File: config.mk
export PLATFORM = sky130hd
export DESIGN_NAME = fetch_unit
export DESIGN_NICKNAME = d
export VERILOG_FILES = /design/src/rtl/fetch_pkg.sv /design/src/rtl/fetch_unit_sync_fifo.sv /design/src/rtl/fetch_unit.sv
export SDC_FILE = /design/constraint.sdc
export NUM_CORES = 1
export LEC_CHECK = 0
export CAP_MARGIN = 20
export CORE_ASPECT_RATIO = 0.5
export CORE_MARGIN = 2
export CORE_UTILIZATION = 51
export CTS_CLUSTER_DIAMETER = 100
export DETAILED_ROUTE_END_ITERATION = 8
export HOLD_SLACK_MARGIN = 0.03
export PLACE_DENSITY = 0.77
export SLEW_MARGIN = 20
export SYNTH_ARGS = -nofsm -noshare
export SYNTH_HDL_FRONTEND = slang
export SYNTH_SLANG_ARGS = --single-unit
File: constraint.sdc
create_clock -name clk -period 3.2 [get_ports clk]
set_input_delay 0.48 -clock clk [delete_from_list [all_inputs] [get_ports clk]]
set_output_delay 0.48 -clock clk [all_outputs]
set_load 0.03 [all_outputs]
File: src/rtl/fetch_pkg.sv
// Shared definitions for the instruction fetch front-end.
//   XLEN, INSTR_BYTES : machine word width and instruction size in bytes
//   fetch_entry_t     : one prefetch-buffer slot, an instruction word and its PC
//   align_pc          : clears the byte-offset bits of an address
package fetch_pkg;

  localparam int XLEN        = 32;
  localparam int INSTR_BYTES = 4;

  typedef struct packed {
    logic [31:0] instr;
    logic [31:0] pc;
  } fetch_entry_t;

  function automatic logic [31:0] align_pc(input logic [31:0] pc);
    return pc & ~32'h0000_0003;
  endfunction

endpackage

File: src/rtl/fetch_unit_sync_fifo.sv
// sync_fifo: registered synchronous FIFO, generic over the entry type.
//   clk, rst  : clock, synchronous active-high reset
//   push      : write push_data this cycle (ignored when full unless popping)
//   push_data : entry to write
//   pop       : remove the head entry this cycle (ignored when empty)
//   flush     : empty the FIFO; wins over push and pop in the same cycle
//   full      : count == DEPTH
//   empty     : count == 0
//   count     : number of stored entries, 0..DEPTH
//   head      : oldest entry, read straight from the storage registers
// DEPTH must be a power of two so the pointers wrap naturally.
module sync_fifo #(
  parameter type entry_t = logic [31:0],
  parameter int  DEPTH   = 4,
  localparam int AW      = $clog2(DEPTH),
  localparam int CW      = $clog2(DEPTH + 1)
) (
  input  logic          clk,
  input  logic          rst,
  input  logic          push,
  input  entry_t        push_data,
  input  logic          pop,
  input  logic          flush,
  output logic          full,
  output logic          empty,
  output logic [CW-1:0] count,
  output entry_t        head
);

  entry_t        mem_q [DEPTH];
  entry_t        mem_d [DEPTH];
  logic [AW-1:0] rd_ptr_q, rd_ptr_d;
  logic [AW-1:0] wr_ptr_q, wr_ptr_d;
  logic [CW-1:0] count_q, count_d;
  logic          do_push;
  logic          do_pop;

  assign full  = (count_q == CW'(DEPTH));
  assign empty = (count_q == '0);
  assign count = count_q;
  assign head  = mem_q[rd_ptr_q];

  always_comb begin
    mem_d    = mem_q;
    rd_ptr_d = rd_ptr_q;
    wr_ptr_d = wr_ptr_q;
    count_d  = count_q;
    // A push into a full FIFO is legal when the head leaves in the same cycle.
    do_push  = push && (!full || pop);
    do_pop   = pop && !empty;
    if (flush) begin
      rd_ptr_d = '0;
      wr_ptr_d = '0;
      count_d  = '0;
    end else begin
      if (do_push) begin
        mem_d[wr_ptr_q] = push_data;
        wr_ptr_d        = wr_ptr_q + 1'b1;
      end
      if (do_pop) begin
        rd_ptr_d = rd_ptr_q + 1'b1;
      end
      count_d = count_q + CW'(do_push) - CW'(do_pop);
    end
  end

  always_ff @(posedge clk) begin
    if (rst) begin
      for (int i = 0; i < DEPTH; i++) begin
        mem_q[i] <= '0;
      end
      rd_ptr_q <= '0;
      wr_ptr_q <= '0;
      count_q  <= '0;
    end else begin
      mem_q    <= mem_d;
      rd_ptr_q <= rd_ptr_d;
      wr_ptr_q <= wr_ptr_d;
      count_q  <= count_d;
    end
  end

endmodule

File: src/rtl/fetch_unit.sv
// fetch_unit: instruction fetch front-end feeding decode.
//   clk, rst                      : clock, synchronous active-high reset
//   imem_req_valid/ready/addr     : word-aligned read requests to instruction memory
//   imem_rsp_valid/data           : in-order read responses, always accepted
//   redirect_valid/redirect_pc    : restart fetch at a new PC (low two bits ignored)
//   instr_valid/ready, instr, instr_pc : head of the prefetch buffer towards decode
//
// Handshakes: a transfer happens in a cycle where valid && ready are both high
// at the rising edge. The request channel carries no stability promise:
// imem_req_valid may fall before acceptance and the address is only meaningful
// in a fire cycle. imem_rsp_valid has no ready; every response is taken.
//
// Requests are only issued when the buffer is guaranteed room for the kept
// response: fifo entries plus live (non-discarded) outstanding requests stay
// below DEPTH. After a redirect, responses still in flight for the old stream
// are counted in discard and dropped on arrival.
module fetch_unit
  import fetch_pkg::*;
#(
  parameter logic [31:0] RESET_PC        = 32'h0000_0000,
  parameter int          DEPTH           = 4,
  parameter int          MAX_OUTSTANDING = 2
) (
  input  logic        clk,
  input  logic        rst,
  output logic        imem_req_valid,
  input  logic        imem_req_ready,
  output logic [31:0] imem_req_addr,
  input  logic        imem_rsp_valid,
  input  logic [31:0] imem_rsp_data,
  input  logic        redirect_valid,
  input  logic [31:0] redirect_pc,
  output logic        instr_valid,
  input  logic        instr_ready,
  output logic [31:0] instr,
  output logic [31:0] instr_pc
);

  localparam int OW  = $clog2(MAX_OUTSTANDING + 1);
  localparam int CW  = $clog2(DEPTH + 1);
  localparam int CRW = CW + 1;

  logic [31:0]   fetch_pc_q, fetch_pc_d;
  logic [31:0]   rsp_pc_q, rsp_pc_d;
  logic [OW-1:0] outstanding_q, outstanding_d;
  logic [OW-1:0] discard_q, discard_d;

  logic          fifo_push;
  logic          fifo_pop;
  logic          fifo_flush;
  logic          fifo_full;
  logic          fifo_empty;
  logic [CW-1:0] fifo_count;
  fetch_entry_t  fifo_head;
  fetch_entry_t  push_entry;

  logic [CRW-1:0] credit_used;
  logic           req_fire;
  logic [31:0]    target_pc;

  // Discarded requests will never occupy a slot, so they do not consume credit.
  assign credit_used = CRW'(fifo_count) + CRW'(outstanding_q) - CRW'(discard_q);

  assign imem_req_valid = !rst && !redirect_valid
                          && (outstanding_q < OW'(MAX_OUTSTANDING))
                          && (credit_used < CRW'(DEPTH));
  assign imem_req_addr  = fetch_pc_q;
  assign req_fire       = imem_req_valid && imem_req_ready;
  assign target_pc      = align_pc(redirect_pc);

  assign instr_valid = !fifo_empty;
  assign instr       = fifo_head.instr;
  assign instr_pc    = fifo_head.pc;

  always_comb begin
    fetch_pc_d       = fetch_pc_q;
    rsp_pc_d         = rsp_pc_q;
    outstanding_d    = outstanding_q;
    discard_d        = discard_q;
    fifo_push        = 1'b0;
    fifo_flush       = 1'b0;
    fifo_pop         = instr_valid && instr_ready;
    push_entry.instr = imem_rsp_data;
    push_entry.pc    = rsp_pc_q;

    if (redirect_valid) begin
      // A response landing in the redirect cycle belongs to the old stream and
      // is dropped here, so it is not counted again in discard.
      fifo_flush    = 1'b1;
      fetch_pc_d    = target_pc;
      rsp_pc_d      = target_pc;
      outstanding_d = outstanding_q - OW'(imem_rsp_valid);
      discard_d     = outstanding_q - OW'(imem_rsp_valid);
    end else begin
      if (req_fire) begin
        fetch_pc_d = fetch_pc_q + 32'(INSTR_BYTES);
      end
      outstanding_d = outstanding_q + OW'(req_fire) - OW'(imem_rsp_valid);
      if (imem_rsp_valid) begin
        if (discard_q != '0) begin
          discard_d = discard_q - 1'b1;
        end else if (!fifo_full || fifo_pop) begin
          fifo_push = 1'b1;
          rsp_pc_d  = rsp_pc_q + 32'(INSTR_BYTES);
        end
      end
    end
  end

  always_ff @(posedge clk) begin
    if (rst) begin
      fetch_pc_q    <= RESET_PC;
      rsp_pc_q      <= RESET_PC;
      outstanding_q <= '0;
      discard_q     <= '0;
    end else begin
      fetch_pc_q    <= fetch_pc_d;
      rsp_pc_q      <= rsp_pc_d;
      outstanding_q <= outstanding_d;
      discard_q     <= discard_d;
    end
  end

  sync_fifo #(
    .entry_t (fetch_entry_t),
    .DEPTH   (DEPTH)
  ) u_fifo (
    .clk       (clk),
    .rst       (rst),
    .push      (fifo_push),
    .push_data (push_entry),
    .pop       (fifo_pop),
    .flush     (fifo_flush),
    .full      (fifo_full),
    .empty     (fifo_empty),
    .count     (fifo_count),
    .head      (fifo_head)
  );

endmodule

Word level (Yosys, flattened, before mapping). Cells that the tools add are included.

Register bits after elaboration: 331. Latch bits: 0. Bits in writable memories: 0. ROM bits: 0. Input bits: 70. Output and inout port bits: 98. Word-level logic and storage cells: 86. Memories kept: 0.

Add/subtract/negate cells: 12. Multiply operators: 0. Divide/modulo/power cells: 0. Order comparisons: 5. Equality and inequality tests: 2. Shifts and indexed selects: 0. Muxes and demuxes: 21. Bitwise gates (word level): 4. Reduce and logical (&&, ||, !) cells: 25.

Operator list (count): bitwise mux 256 bit (1); two-way mux 32 bit (6); two-way mux 64 bit (3); binary-select mux 64 bit (select 2 bit) (1); demux 64 bit (select 2 bit) (1); adder 32 x 3 -> 32 bit, second input constant (2); nonzero test 2 bit (5); logical AND 1 bit (8); two-way mux 2 bit (4); greater-or-equal comparator 3 bit, second input constant (2); inverter 2 -> 3 bit (2); AND reduction 3 bit (2); two-way mux 1 bit (5); adder 2 x 1 -> 2 bit, second input constant (2); adder 3 x 2 -> 4 bit (1); zero test 1 bit (4); less-than comparator 4 x 3 -> 1 bit, second input constant (1); AND reduction 2 bit (2); OR reduction 2 bit (2); subtractor 2 x 1 -> 2 bit (2); subtractor 4 x 2 -> 4 bit (1); adder 3 x 1 -> 3 bit (1); == test 3 bit, second input constant (1); zero test 3 bit (1); 8 further kinds (9).

Longest topological paths before layout. Gate-level depths: netlist of run 1.

Word-level depth: 11. Depth in mapped cells: 18. Mapped depth without buffers: 15.

Cells and area by module. Synthesis of run 1 repeated with hierarchy kept, for this count alone.

Cell total of the unflattened synthesis: 1491. Area, all modules: 16022.9 µm².

By module, submodules not included: sync_fifo (instances 1, cells an instance 1024, area each 12071.6 µm², sequential area each 5265.0 µm²); fetch_unit (instances 1, cells an instance 467, area each 3951.3 µm², sequential area each 1281.2 µm²).

Worst setup path after synthesis of run 1. OpenSTA, ideal clock, no wires.

Path type: reg2reg. Start point: reg outstanding_q[1]. End point: reg outstanding_q[1]. Library setup time: 0.128 ns. Data arrival time: 3.287 ns. Data required time: 3.072 ns. Setup slack: -0.214 ns. Stages on the path, launching flop included: 19. Path buffers: 3. Period minus slack after synthesis: 3.414 ns. Cells stage by stage: dfxtp_1 inv_1 fa_1 inv_1 ha_1 and4b_1 or3_1 and4_1 buf_2 inv_2 buf_6 buf_2 ha_1 inv_1 ha_1 xnor2_1 o21ai_0 xnor2_1 nor2_1.

Cells in the longest elaborated chain, start to end: 8. Elaborated cells on any way between the ends: 11. Those cells by class: add/sub (5); order compare (2); mux (1); reduce/logical (3).

Ends and longest elaborated chain: from (decl) (RTL line fetch_unit.sv:45) `logic [OW-1:0] outstanding_q, outstanding_d;`; from (signal assigned) (RTL line fetch_unit.sv:119) `outstanding_q <= outstanding_d;`; adder 3 x 2 -> 4 bit (RTL line fetch_unit.sv:62) `assign credit_used = CRW'(fifo_count) + CRW'(outstanding_q) - CRW'(discard_q);`; subtractor 4 x 2 -> 4 bit (RTL line fetch_unit.sv:62); less-than comparator 4 x 3 -> 1 bit (RTL line fetch_unit.sv:66) `&& (credit_used < CRW'(DEPTH));`; logical AND 1 bit (RTL line fetch_unit.sv:66); logical AND 1 bit (RTL line fetch_unit.sv:68) `assign req_fire = imem_req_valid && imem_req_ready;`; adder 2 x 1 -> 2 bit (RTL line fetch_unit.sv:98) `outstanding_d = outstanding_q + OW'(req_fire) - OW'(imem_rsp_valid);`; subtractor 2 x 1 -> 2 bit (RTL line fetch_unit.sv:98); two-way mux 2 bit (*) (RTL line fetch_unit.sv:86) `if (redirect_valid) begin`.

Mark *: on every way between the ends. The rest lies on a longest branch, timed or not. A chain may end at the register's enable or synchronous reset.

Final worst setup path of run 1.
Start point: reg outstanding_q[1]. End point: out imem_req_valid.

Cells in the longest elaborated chain, start to end: 4. Elaborated cells on any way between the ends: 6. Those cells by class: add/sub (2); order compare (2); reduce/logical (2).

Ends and longest elaborated chain: adder 3 x 2 -> 4 bit (RTL line fetch_unit.sv:62); subtractor 4 x 2 -> 4 bit (RTL line fetch_unit.sv:62); less-than comparator 4 x 3 -> 1 bit (RTL line fetch_unit.sv:66); logical AND 1 bit (*) (RTL line fetch_unit.sv:66); to (decl) (RTL line fetch_unit.sv:26) `output logic imem_req_valid,`.

Marked as above.

==> run_results.csv, run 1 <==
group,metric,value,unit
outcome,run_status,"complete, no violations",
timing,min_period,3.12,ns
power,power_density,502,nW/um^2
global_route,grt_overflow,0,
timing,rsz0062_at_grt,"no",
cts,cts_tree,"yes",
flow_run,max_cap_viol_count,0,
timing,period_share,97.4,%
synth,synth.area.top_cells,"dfxtp_1, nand2_1, mux4_2",
synth,ys_ff_latch,319,
synth,synth-compound-area-share,14.0,%
synth,synth_cell_types,63,
cts,cts_made_buffers,29,
routing,drc_errors,0,
floorplanning,core_area,27700,sq um
global_route,grt_usage,25.0,%
placed_design,place_ws,0.0857,ns
cts,root_buffer,"clkbuf_16",
worst_setup_path,crit_slowest_cell,"fa_1",
timing,fmax,321,MHz
synth,synth_top_area_share,44.4,%
synth,synth.cell_area,14400,sq um
power,ir_worst_vdd,0.361,mV
synth,synth_ff_type,"dfxtp_1",
synth,synth.avg_cell_area,8.43,sq um
floorplanning,start_util,51.9,%
placed_design,dpl.hpwl,22200,um
global_route,grt_antenna_before_repair,2,
layout,syn2layout_area_growth,20.1,%
cts,cts_max_level,1,
worst_setup_path,worstPathRequired,2.72,ns
hold_path,hp-class,"primary input to flip-flop",
floorplanning,fp.dieH,123,um
timing,fin_ws,0.0842,ns
synth,synthXorXnorAreaFrac,1.70,%
routing,detail-route-antenna-nets,0,
routing,drt_iter0_markers,1068,
worst_setup_path,cp_num_buf_inv,3,
cts,hold_buffers,0,
floorplanning,die-area,29700,sq um
worst_setup_path,timing.rr.start,"outstanding_q[1]$_SDFF_PP0_",
worst_setup_path,start_kind,"flip-flop",
worst_setup_path,cp_slowest_stage_delay,0.51,ns
timing,setup_viol,0,
routing,routed_wl,37800,um
floorplanning,die_w,242,um
worst_setup_path,arrival,2.64,ns
timing,finalMaxSlewViolations,0,
cts,clk_path_buf_depth,3,
synth,yosysSeqAreaShare,44.4,%
synth,synth_top_family_by_area,"simple AND/OR/NAND/NOR gates",
power,p_leak,5.72,nW
routing,viasPerCell,5.64,
global_route,grt_pass1_vias,11683,
worst_setup_path,cp-startpoint,"outstanding_q[1]$_SDFF_PP0_",
synth,muxShareOfSynthArea,10.1,%
cts,path_clk_slew,0.07,ns
routing,wl_per_cell,17.2,um
synth,synth_fa_ha_area_share,1.58,%
synth,yosys_warnings,0,
worst_setup_path,crit_type,"flip-flop to output port",
synth,synthCells,1708,
synth,synth_top_cell_by_area,"dfxtp_1",
routing,first_pass_iters,5,
floorplanning,io_pins,168,
cts,clk_latency,0.56,ns
worst_setup_path,critPathTopFamily,"simple AND/OR/NAND/NOR gates",
placed_design,numPortBuffers,161,
worst_setup_path,crit_chain,"inv_2 > fa_1 > inv_1 > ha_4 > and4b_1 > or3_1 > and4_4 > buf_12",
synth,async_flop_share,0,%
global_route,grt_pass1_wl,60500,um
synth,synth.most_common_cell,"nand2_1",
hold_path,holdCritStartpoint,"redirect_valid",
synth,synth_common_cells,"nand2_1, dfxtp_1, a21oi_1",
timing,tns,0,ns
layout,drive_above_1_share,9.61,%
routing,vias,12367,
worst_setup_path,crit_path_max_fanout,3,
cts,clock_sinks,319,
global_route,grt_max_degree,189,
timing,slew_headroom,29.2,%
timing,fin_skew,0.0158,ns
worst_setup_path,critPathCaptureType,"output port",
synth,yosys.area_share.simple,22.5,%
floorplanning,rows,43,
placed_design,place.gp.congestion,0.786,
timing,worstMarginPinSlew,1.06,ns
layout,nets,1877,
layout,final_util,62.4,%
timing,finalHoldViolCount,0,
synth,synth_enable_flop_cells,0,
[cells in the final DEF (no fill, tap or decap), drive strengths merged, types with 14 or more instances in the layout]
cell type,count
nand2,529
dfxtp,319
a21oi,274
clkdlybuf4s50,158
mux4,62
inv,50
nor2,42
clkbuf,42
buf,33
nor3,31
xnor2,25
nand4,20
nor4,20
nand3,19
a21boi,16
ha,15
o31a,14
[per-stage QoR]
stage	hold slack, ns	instance area [sq um]	instances	power (mW)
final	0.313	17300	2193	8.68
after global routing	0.289	17300	2193	9.03
after CTS	0.286	17300	2192	8.74
after detailed placement	0.444	16300	2140	5.31
after global placement	0.438	16300	2140	5.29
after floorplan	0.433	14400	1711	4.91
[state kept, by name, summed over array words and instances, names as in the netlist]
| register | count |
|---|---|
| rsp_pc_q | 30 |
| imem_req_addr | 30 |
| outstanding_q | 2 |
| u_fifo.mem_q | 248 |
| u_fifo.rd_ptr_q | 2 |
| u_fifo.wr_ptr_q | 2 |
| u_fifo.count | 3 |
| discard_q | 2 |
[repair_timing]
action / 4_1_cts / 5_1_grt
endpoints found under the setup margin: 1 / 2
resized for setup: 3 / 4
buffers inserted: 1 / 0
pin swaps: 0 / 3
endpoints found under the hold margin: 0 / 0
[per-layer routing]
| metal | up-vias | routed length (um) | GRT usage [%] | part of all wire, % |
|---|---|---|---|---|
| li1 | 5994 | - | - | - |
| met1 | 5947 | 17100 | 34.8 | 45 |
| met2 | 384 | 18000 | 41.9 | 48 |
| met3 | 42 | 2250 | 3.61 | 5.9 |
| met4 | 0 | 515 | 4.81 | 1.4 |
| met5 | - | 0 | 0 | 0 |
[cell families (layout without fill, tap and decap cells)]
logic type | count (synthesis) | after routing
xor gates and xnor gates | 28 | 28
DFF | 319 | 319
other | 1 | 5
buffers and inverters | 193 | 292
AOI/OAI and AO/OA | 356 | 356
adders and majority gates | 17 | 17
muxes | 67 | 67
and+or+nand+nor | 727 | 727
[worst paths after layout]
path                                         to  slack (ns)  cells after the start
setup / recovery                 imem_req_valid        0.08                      8
hold / removal         rsp_pc_q[5]$_SDFFE_PP0P_        0.31                      3
setup reg to reg    outstanding_q[1]$_SDFF_PP0_        0.14                     15
hold reg to reg   u_fifo.mem_q[82]$_SDFFE_PP0P_        0.45                      2
[cell type report]
| type | instances | area (sq um) |
|---|---|---|
| Sequential cell | 319 | 6400 |
| Antenna cell | 1 | 2.50 |
| Tap cell | 382 | 478 |
| Inverter | 49 | 184 |
| Fill cell | 2331 | 10400 |
| Clock buffer | 41 | 841 |
| Timing Repair Buffer | 192 | 2040 |
| Clock inverter | 10 | 88.8 |
| Multi-Input combinational cell | 1199 | 7260 |
[power breakdown]
| group | switching, mW | total (mW) | internal, mW |
|---|---|---|---|
| registers | 0.137 | 4.21 | 4.07 |
| logic | 0.588 | 1.03 | 0.447 |
| clock network | 1.53 | 3.44 | 1.91 |
| total | 2.25 | 8.68 | 6.43 |
[worst register-to-register path, stage by stage, from the launching register on]
cell	delay, ns
dfxtp_4	0.35
inv_2	0.04
fa_1	0.51
inv_1	0.07
ha_4	0.21
and4b_1	0.19
or3_1	0.36
and4_1	0.23
inv_2	0.11
ha_4	0.21
inv_2	0.06
ha_4	0.11
xnor2_1	0.11
o21ai_1	0.10
xnor2_1	0.18
nor2_1	0.06
(Power assumes the default switching activity.)
==> run 2: changes to the inputs <==
--- a/config.mk
+++ b/config.mk
@@ -5,7 +5,7 @@
 export SDC_FILE = /design/constraint.sdc
 export NUM_CORES = 1
 export LEC_CHECK = 0
-export CAP_MARGIN = 20
+export CAP_MARGIN = 5
 export CORE_ASPECT_RATIO = 0.5
 export CORE_MARGIN = 2
 export CORE_UTILIZATION = 51
==> results of run 2 <==
Same layout as run 1: the final DEF is identical, and so are final timing and power.
==> run 3: changes to the inputs <==
--- a/config.mk
+++ b/config.mk
@@ -5,14 +5,13 @@
 export SDC_FILE = /design/constraint.sdc
 export NUM_CORES = 1
 export LEC_CHECK = 0
-export CAP_MARGIN = 5
+export CAP_MARGIN = 30
 export CORE_ASPECT_RATIO = 0.5
 export CORE_MARGIN = 2
-export CORE_UTILIZATION = 51
+export CORE_UTILIZATION = 30
 export CTS_CLUSTER_DIAMETER = 100
 export DETAILED_ROUTE_END_ITERATION = 8
 export HOLD_SLACK_MARGIN = 0.03
-export PLACE_DENSITY = 0.77
 export SLEW_MARGIN = 20
 export SYNTH_ARGS = -nofsm -noshare
 export SYNTH_HDL_FRONTEND = slang
==> run_results.csv, run 3 (synthesis results as in run 1) <==
group,metric,value,unit
cts,cts_made_buffers,34,
cts,root_buffer,"clkbuf_16",
global_route,grt_antenna_before_repair,1,
layout,largest_reg_flops,248,
global_route,grt_max_degree,181,
worst_setup_path,arrival,2.60,ns
hold_path,hp-class,"primary input to flip-flop",
layout,layout_common_cells,"nand2_1, dfxtp_1, a21oi_1, clkdlybuf4s50_1, mux4_2",
worst_setup_path,crit_path_max_fanout,3,
global_route,grt_pass1_wl,66100,um
routing,drc_errors,0,
routing,drt_iter0_markers,912,
flow_run,max_cap_viol_count,0,
timing,tns,0,ns
timing,fmax,324,MHz
floorplanning,rows,56,
floorplanning,core_area,47100,sq um
layout,final_common_cell,"nand2_1",
routing,detail-route-antenna-nets,0,
cts,cts_max_level,2,
routing,viasPerCell,4.97,
floorplanning,fp.dieH,159,um
cts,clock_sinks,319,
worst_setup_path,timing.rr.start,"outstanding_q[1]$_SDFF_PP0_",
floorplanning,start_util,30.6,%
timing,finalHoldViolCount,0,
timing,worstMarginPinSlew,0.928,ns
worst_setup_path,crit_chain,"inv_2 > fa_1 > inv_1 > ha_4 > and4b_1 > or3_4 > and4_4 > buf_6",
timing,period_share,96.4,%
layout,regMostFlops,"u_fifo.mem_q",
timing,rsz0062_at_grt,"no",
power,power_density,509,nW/um^2
timing,setup_viol,0,
layout,drive_above_1_share,10.2,%
global_route,grt_pass1_vias,11957,
timing,fin_skew,0.0134,ns
layout,syn2layout_area_growth,23.9,%
worst_setup_path,r2r_end,"outstanding_q[1]$_SDFF_PP0_",
placed_design,dpl.hpwl,25200,um
power,ir_worst_vdd,0.257,mV
placed_design,place.gp.congestion,0.781,
layout,nets,1887,
cts,path_clk_slew,0.06,ns
cts,hold_buffers,0,
power,p_leak,5.82,nW
global_route,grt_usage,16.4,%
worst_setup_path,critPathTopFamily,"adder cells",
timing,finalMaxSlewViolations,0,
layout,multiInputGateArea,7260,sq um
hold_path,min_delay_worst_endpoint,"u_fifo.count[1]$_SDFF_PP0_",
global_route,grt_overflow,0,
routing,vias,12233,
placed_design,numPortBuffers,161,
worst_setup_path,crit_slowest_cell,"fa_1",
floorplanning,die-area,49900,sq um
worst_setup_path,critPathCaptureType,"output port",
cts,clk_latency,0.52,ns
worst_setup_path,worstPathRequired,2.72,ns
worst_setup_path,cp_num_buf_inv,3,
hold_path,hold_depth,3,
cts,clk_path_buf_depth,3,
routing,routed_wl,41400,um
layout,fillCellCount,4790,
routing,wl_per_cell,16.8,um
layout,seq_area,6400,sq um
timing,min_period,3.08,ns
worst_setup_path,reg2reg_slack,0.19,ns
cts,cts_tree,"yes",
worst_setup_path,r2r_cells,15,
hold_path,holdCritStartpoint,"redirect_valid",
worst_setup_path,cp_slowest_stage_delay,0.54,ns
outcome,run_status,"complete, no violations",
floorplanning,die_w,314,um
floorplanning,io_pins,168,
routing,first_pass_iters,5,
timing,slew_headroom,38.1,%
worst_setup_path,crit_type,"flip-flop to output port",
worst_setup_path,start_kind,"flip-flop",
power,power,9.08,mW
[run 3: layer usage]
| metal | up-vias | global-route usage (%) | routed length (um) |
|---|---|---|---|
| met4 | 0 | 5.37 | 1080 |
| li1 | 6032 | - | - |
| met1 | 5909 | 20.9 | 17900 |
| met3 | 73 | 2.49 | 1760 |
| met5 | - | 0 | 0 |
| met2 | 219 | 28.2 | 20600 |
[run 3: metrics by stage]
step                cell area, sq um  utilization (%)  hold WS, ns  cells  setup slack (ns)
floorplan                      14400                -        0.433   1711            0.0218
global placement               16700             35.5        0.438   2400             0.144
detailed placement             16700             35.5        0.443   2400             0.111
CTS                            17800             37.8        0.330   2458           0.00128
global route                   17800             37.9        0.354   2461            0.0290
finish                         17800             37.9        0.348   2461             0.116
[run 3: area by class of cell]
class / instances / share of cell area [%]
Clock buffer: 46 / 5.43
Timing Repair Buffer: 197 / 11.9
Sequential cell: 319 / 35.9
Clock inverter: 12 / 0.512
Multi-Input combinational cell: 1199 / 40.7
Inverter: 49 / 1.03
Antenna cell: 1 / 0.0140
Tap cell: 638 / 4.48
[run 3: repair_timing]
item / in CTS / in global routing
pin swaps: 0 / 1
buffers inserted: 0 / 2
setup endpoints to repair: 1 / 8
resized for setup: 6 / 10
[run 3: worst max-delay path by stage]
stage                                 from                        endpoint  slack [ns]  cells past startpoint
4_1_cts        outstanding_q[1]$_SDFF_PP0_                  imem_req_valid       0.001                      8
3_5_place_dp    u_fifo.count[1]$_SDFF_PP0_  imem_req_addr[20]$_SDFFE_PP0P_        0.11                     11
5_1_grt        outstanding_q[1]$_SDFF_PP0_                  imem_req_valid        0.03                      8
3_3_place_gp    u_fifo.count[1]$_SDFF_PP0_                  imem_req_valid        0.14                      8
6_report       outstanding_q[1]$_SDFF_PP0_                  imem_req_valid        0.12                      8
2_1_floorplan  outstanding_q[1]$_SDFF_PP0_     outstanding_q[1]$_SDFF_PP0_        0.02                     18
[run 3: worst min-delay path: stages]
cell and delay, ns:
buf_4 0.10, nor2_1 0.08, and2_1 0.16
[run 3: report_power, final]
group / switching, mW / internal [mW]
clock: 1.62 / 2.20
sequential: 0.138 / 4.08
combinational: 0.597 / 0.453
total: 2.35 / 6.73
